### src/rtl/stopwatch_ctrl_if.sv
// Stopwatch control interface: raw button/switch inputs toward the controller
// and the registered control levels/pulses toward the counter and display.
//   btn_start, btn_lap, speed_sw : raw, asynchronous, bouncy inputs
//   run      : counter enable level
//   clear    : one-cycle pulse that zeroes the counter digits
//   freeze   : display-hold level (lap view)
//   speed_up : synchronized, debounced copy of speed_sw
interface stopwatch_ctrl_if;
  logic btn_start;
  logic btn_lap;
  logic speed_sw;
  logic run;
  logic clear;
  logic freeze;
  logic speed_up;

  modport slave (
    input  btn_start, btn_lap, speed_sw,
    output run, clear, freeze, speed_up
  );

  modport master (
    output btn_start, btn_lap, speed_sw,
    input  run, clear, freeze, speed_up
  );
endinterface

### src/rtl/stopwatch_ctrl.sv
// Stopwatch controller: synchronizes and debounces two push-buttons and a
// slide switch, turns button presses into one-cycle events and runs the
// IDLE/RUNNING/LAP/PAUSED state machine that drives run/freeze/clear.
//   clk   : system clock
//   reset : asynchronous, active-low reset
//   sw    : stopwatch_ctrl_if.slave (raw inputs in, control outputs out)
// Latency: raw button rise -> output change is DEBOUNCE_CYCLES+4 edges;
// speed_sw change -> speed_up is DEBOUNCE_CYCLES+2 edges.

// One input channel: 2-flop synchronizer followed by a stable-level debouncer.
module sw_debounce #(
  parameter int DEBOUNCE_CYCLES = 1_000_000
) (
  input  logic clk,
  input  logic rst_n,
  input  logic raw,
  output logic level
);
  localparam int CW = $clog2(DEBOUNCE_CYCLES + 1);

  logic [1:0]    sync;
  logic [CW-1:0] cnt;
  logic          stable;

  always_ff @(posedge clk or negedge rst_n) begin
    if (!rst_n) begin
      sync   <= '0;
      cnt    <= '0;
      stable <= 1'b0;
    end else begin
      sync <= {sync[0], raw};
      // Any cycle that agrees with the stable level restarts the count, so
      // only an uninterrupted run of DEBOUNCE_CYCLES differing cycles flips it.
      if (sync[1] == stable) begin
        cnt <= '0;
      end else if (cnt == CW'(DEBOUNCE_CYCLES - 1)) begin
        stable <= ~stable;
        cnt    <= '0;
      end else begin
        cnt <= cnt + 1'b1;
      end
    end
  end

  assign level = stable;
endmodule

module stopwatch_ctrl #(
  parameter int DEBOUNCE_CYCLES = 1_000_000
) (
  input  logic             clk,
  input  logic             reset,
  stopwatch_ctrl_if.slave  sw
);
  localparam int NUM_IN = 3;  // 0: start, 1: lap, 2: speed

  typedef enum logic [1:0] {IDLE, RUNNING, LAP, PAUSED} state_t;

  logic [NUM_IN-1:0] raw;
  logic [NUM_IN-1:0] lvl;
  logic [1:0]        lvl_q;
  logic              start_evt, lap_evt;
  state_t            state_q, state_n;
  logic              clr_n;
  logic              run_q, freeze_q, clear_q;

  assign raw = {sw.speed_sw, sw.btn_lap, sw.btn_start};

  for (genvar g = 0; g < NUM_IN; g++) begin : g_db
    sw_debounce #(.DEBOUNCE_CYCLES(DEBOUNCE_CYCLES)) u_db (
      .clk   (clk),
      .rst_n (reset),
      .raw   (raw[g]),
      .level (lvl[g])
    );
  end

  // Press events fire on the stable 0->1 only; holds and releases are silent.
  // lvl_q resets to 0, so a button held through reset reads as a new press.
  always_ff @(posedge clk or negedge reset) begin
    if (!reset) begin
      lvl_q     <= '0;
      start_evt <= 1'b0;
      lap_evt   <= 1'b0;
    end else begin
      lvl_q     <= lvl[1:0];
      start_evt <= lvl[0] & ~lvl_q[0];
      lap_evt   <= lvl[1] & ~lvl_q[1];
    end
  end

  // start_evt is tested first everywhere so a coincident lap_evt is dropped.
  always_comb begin
    state_n = state_q;
    clr_n   = 1'b0;
    case (state_q)
      IDLE: begin
        if (start_evt)    state_n = RUNNING;
        else if (lap_evt) clr_n   = 1'b1;
      end
      RUNNING: begin
        if (start_evt)    state_n = PAUSED;
        else if (lap_evt) state_n = LAP;
      end
      LAP: begin
        if (start_evt)    state_n = PAUSED;
        else if (lap_evt) state_n = RUNNING;
      end
      PAUSED: begin
        if (start_evt) begin
          state_n = RUNNING;
        end else if (lap_evt) begin
          state_n = IDLE;
          clr_n   = 1'b1;
        end
      end
      default: state_n = IDLE;
    endcase
  end

  // Outputs are registered from the next state so they change on the same
  // edge as the state itself.
  always_ff @(posedge clk or negedge reset) begin
    if (!reset) begin
      state_q  <= IDLE;
      run_q    <= 1'b0;
      freeze_q <= 1'b0;
      clear_q  <= 1'b0;
    end else begin
      state_q  <= state_n;
      run_q    <= (state_n == RUNNING) || (state_n == LAP);
      freeze_q <= (state_n == LAP);
      clear_q  <= clr_n;
    end
  end

  assign sw.run      = run_q;
  assign sw.freeze   = freeze_q;
  assign sw.clear    = clear_q;
  assign sw.speed_up = lvl[2];  // debouncer stable level is already a flop
endmodule

### src/flat_wrapper.sv
// flat-port wrapper written by rule: the top's interface ports become plain ports
module stopwatch_ctrl_flat 
#(
  parameter int DEBOUNCE_CYCLES = 1_000_000
)
  (clk, reset, sw_btn_start, sw_btn_lap, sw_speed_sw, sw_run, sw_clear, sw_freeze, sw_speed_up);
  stopwatch_ctrl_if sw_i ();
  input  logic clk;
  input  logic reset;
  input wire logic [$bits(sw_i.btn_start)-1:0] sw_btn_start;
  input wire logic [$bits(sw_i.btn_lap)-1:0] sw_btn_lap;
  input wire logic [$bits(sw_i.speed_sw)-1:0] sw_speed_sw;
  output wire logic [$bits(sw_i.run)-1:0] sw_run;
  output wire logic [$bits(sw_i.clear)-1:0] sw_clear;
  output wire logic [$bits(sw_i.freeze)-1:0] sw_freeze;
  output wire logic [$bits(sw_i.speed_up)-1:0] sw_speed_up;
  assign sw_i.btn_start = sw_btn_start;
  assign sw_i.btn_lap = sw_btn_lap;
  assign sw_i.speed_sw = sw_speed_sw;
  assign sw_run = sw_i.run;
  assign sw_clear = sw_i.clear;
  assign sw_freeze = sw_i.freeze;
  assign sw_speed_up = sw_i.speed_up;
  stopwatch_ctrl #(.DEBOUNCE_CYCLES(DEBOUNCE_CYCLES)) u_core (.clk(clk), .reset(reset), .sw(sw_i));
endmodule
### config.mk
export PLATFORM = sky130hd
export DESIGN_NAME = stopwatch_ctrl_flat
export DESIGN_NICKNAME = d
export VERILOG_FILES = /design/src/rtl/stopwatch_ctrl_if.sv /design/src/rtl/stopwatch_ctrl.sv /design/src/flat_wrapper.sv
export SDC_FILE = /design/constraint.sdc
export NUM_CORES = 1
export LEC_CHECK = 0
export ABC_AREA = 1
export CORE_AREA = 2 2 94 105
export CTS_CLUSTER_SIZE = 8
export DETAILED_ROUTE_END_ITERATION = 10
export DIE_AREA = 0 0 96 107
export SYNTH_ARGS = -nofsm -noshare
export SYNTH_HDL_FRONTEND = slang
export SYNTH_SLANG_ARGS = --single-unit
### constraint.sdc
create_clock -name clk -period 1.6 [get_ports clk]
set_input_delay 0.48 -clock clk [delete_from_list [all_inputs] [get_ports clk]]
set_output_delay 0.48 -clock clk [all_outputs]
set_load 0.1 [all_outputs]
==> metrics.yaml <==
grt:
  track_usage_pct: 17.11
  overflow: 0
  grt_max_degree: 37
  antenna_found_initial: 0
  grt_pass1_wl_microns: 13790
  grt_pass1_vias: 3102
yosys:
  synth_seq_area_share_pct: 48.24
  syn_area_per_cell_sq_um: 8.224
  syn-num-nets: 505
  synth_cells: 492
  synth_top_cell_by_area: "dfrtp_1"
  ys_warn_count: 0
  synth_area_leaders: "dfrtp_1 48%, nor2_1 11%, nand2_1 8.1%"
  synth-async-reset-ratio_pct: 100.0
  synth.distinct_cells: 31
  synth-main-ff-cell: "dfrtp_1"
  synth_edf_count: 0
  synth_top_area_share_pct: 48.24
  ys_ff_latch: 78
  synthesis.area_sq_um: 4046
cells_and_area:
  drive_above_1_share_pct: 12.67
  nets: 529
  design_area_sq_um: 4597
  antenna_cells: 0
  area_growth_pct: 13.61
timing:
  slew_violations: 0
  clock.fmax_mhz: 663.9
  hold_violations: 0
  rsz0062_at_grt: "false"
  finClkSkew_ns: 0.01697
  fin_crit_ns: 1.506
  finalSetupViolCount: 0
  worstMarginPinSlew_ns: 0.3977
  relSlewSlack_pct: 73.49
  finalCritPeriodShare_pct: 94.14
  final.setup.tns_ns: 0
drt:
  vias_per_cell: 4.886
  routed_wl_microns: 7634
  first_pass_iters: 5
  drt_iter0_markers: 147
  vias: 3117
  wire_per_inst_microns: 11.97
  drtAntennaViolNets: 0
  drcViolationCount: 0
status:
  status: "complete, no violations"
worst_setup_path:
  worstSetupPathType: "reg -> reg"
  r2r-start: "u_core.state_q[0]"
  startpoint: "u_core.state_q[0]"
  cp_data_arrival_time_ns: 1.76
  cp_max_fo: 3
  setup.worst_path.end_class: "flop"
  crit_required_ns: 1.86
  crit_path_start_kind: "flop"
floorplan:
  die_y_microns: 107
  die_area_sq_um: 10270
  start_util_pct: 43.92
  pin_count: 9
  core_region_area_sq_um: 9213
  die_w_microns: 96
  num_rows: 37
clock_network:
  clock_latency_ns: 0.36
  numCtsBuffers: 9
  cts_tree: "yes"
  htree_num_levels: 3
  cts_buffer_depth: 2
  clk_pin_slew_worst_paths_ns: 0.09
  cts_setup_buffers: 0
  cts_num_sinks: 78
  cts_root_buf: "clkbuf_8"
min_path:
  hp-class: "in -> async"
flow_run:
  maxCapViolations: 0
power_and_ir_drop:
  power_density_nw_per_um2: 811.5
  p_leak_uw: 0.002013
  peakVddDrop_uv: 556.9
  p_total_uw: 3730
placement:
  dpl.hpwl_microns: 5588
  gp_congestion: 0.8360
  place_area_sq_um: 4374
  numPortBuffers: 8
[cell usage after synthesis (3+ instances only)]
cell type / n
dfrtp_1: 78
nor2_4: 6
nor2_1: 123
xnor2_1: 6
nor3b_1: 3
inv_2: 3
nand2_2: 9
nor3_1: 8
o21bai_1: 3
a21oi_1: 9
nand4_1: 8
nand2_1: 87
o21ai_0: 9
ha_1: 8
inv_1: 50
nand3_2: 4
nor2_2: 7
xor2_1: 22
nand3_1: 34
[worst paths after layout]
| check | endpoint | slack [ns] | cells past startpoint |
|---|---|---|---|
| hold / removal | u_core.g_db[2].u_db.cnt[12] | 0.04 | 1 |
| setup / recovery | u_core.sw.run | 0.09 | 8 |
| hold reg to reg | u_core.g_db[1].u_db.sync[1] | 0.35 | 0 |
| min in group clk | u_core.g_db[1].u_db.sync[1] | 0.35 | 0 |
| setup reg to reg | u_core.sw.run | 0.09 | 8 |
| max in group asynchronous | u_core.g_db[0].u_db.cnt[8] | 1.03 | 2 |
[cell families (layout without fill, tap and decap cells)]
| group | after synthesis | after routing | synth area share (%) |
|---|---|---|---|
| xor gates and xnor gates | 31 | 31 | 7.266 |
| AOI/OAI and AO/OA | 25 | 25 | 3.587 |
| DFF | 78 | 78 | 48.24 |
| adders and majority gates | 8 | 8 | 2.474 |
| and+or+nand+nor | 296 | 296 | 33.36 |
| buffers and inverters | 54 | 83 | 5.071 |
[metal layers]
metal / part of all wire, % / routed length [microns] / GRT usage, % / vias to the layer above
li1: - / - / - / 1590
met1: 46 / 3529 / 21.62 / 1444
met3: 3.5 / 269 / 3.725 / 18
met5: 0 / 0 / 0 / -
met2: 48 / 3636 / 27.68 / 65
met4: 2.6 / 198 / 7.857 / 0
[where the power goes]
part	switching [uW]	internal (uW)	leakage (uW)	total (uW)
clock	759	823	0.000111	1580
sequential	17.7	2000	0.00107	2010
combinational	89.9	46.3	0.000835	136
total	867	2860	0.00201	3730
[cells in the final DEF (no fill, tap or decap), types with 3 or more instances in the layout]
cell type        count
nand3_2              4
buf_12               6
nor2_2               7
nand2_2              9
nor3b_1              3
xnor2_1              6
inv_2                3
a21oi_1              8
o21ai_0              8
buf_4                4
clkdlybuf4s50_1      3
inv_1               50
nand4_1              8
nor2_1             123
nor2_4               6
o21ai_1              3
xor2_1              22
clkbuf_8            11
o21bai_1             3
nor3_1               8
dfrtp_1             77
ha_1                 7
nand3_1             34
nand2_1             87
[state kept, by name, summed over array words and instances (netlist names)]
register	count
u_core.g_db.u_db.cnt	60
u_core.g_db.u_db.level	3
u_core.g_db.u_db.sync	6
u_core.lap_evt	1
u_core.lvl_q	2
u_core.start_evt	1
u_core.state_q	2
u_core.sw.clear	1
u_core.sw.freeze	1
u_core.sw.run	1
[what timing repair did]
action                                  4_1_cts  5_1_grt
hold buffers                                  0        0
gates resized for setup                       0        3
hold endpoints to repair                      0        0
endpoints found under the setup margin        0        1
[critical path, stage by stage, from the launching register on]
cell,delay [ns]
dfrtp_1,0.38
inv_1,0.09
ha_1,0.24
o21ai_1,0.14
nand2_1,0.06
nand3_1,0.06
o21ai_0,0.12
ha_1,0.29
inv_1,0.03
[area by class of cell]
type | count | area, sq um
Sequential cell | 78 | 1953
Clock inverter | 5 | 65.06
Fill cell | 838 | 4616
Clock buffer | 11 | 151.4
Multi-Input combinational cell | 360 | 1896
Timing Repair Buffer | 13 | 180.2
Tap cell | 117 | 146.4
Inverter | 54 | 205.2
[per-stage QoR]
step | hold slack, ns | cells | util, % | setup WS [ns]
5_1_grt | 0.05953 | 638 | 49.90 | 0.0008281
2_1_floorplan | 0.1844 | 492 | - | 0.2205
4_1_cts | 0.03740 | 638 | 49.83 | 0.05166
6_report | 0.04076 | 638 | 49.90 | 0.09368
3_5_place_dp | 0.3365 | 622 | 47.48 | 0.06447
3_3_place_gp | 0.3326 | 622 | 47.48 | 0.1494
Power figures use the tool's default switching activity.
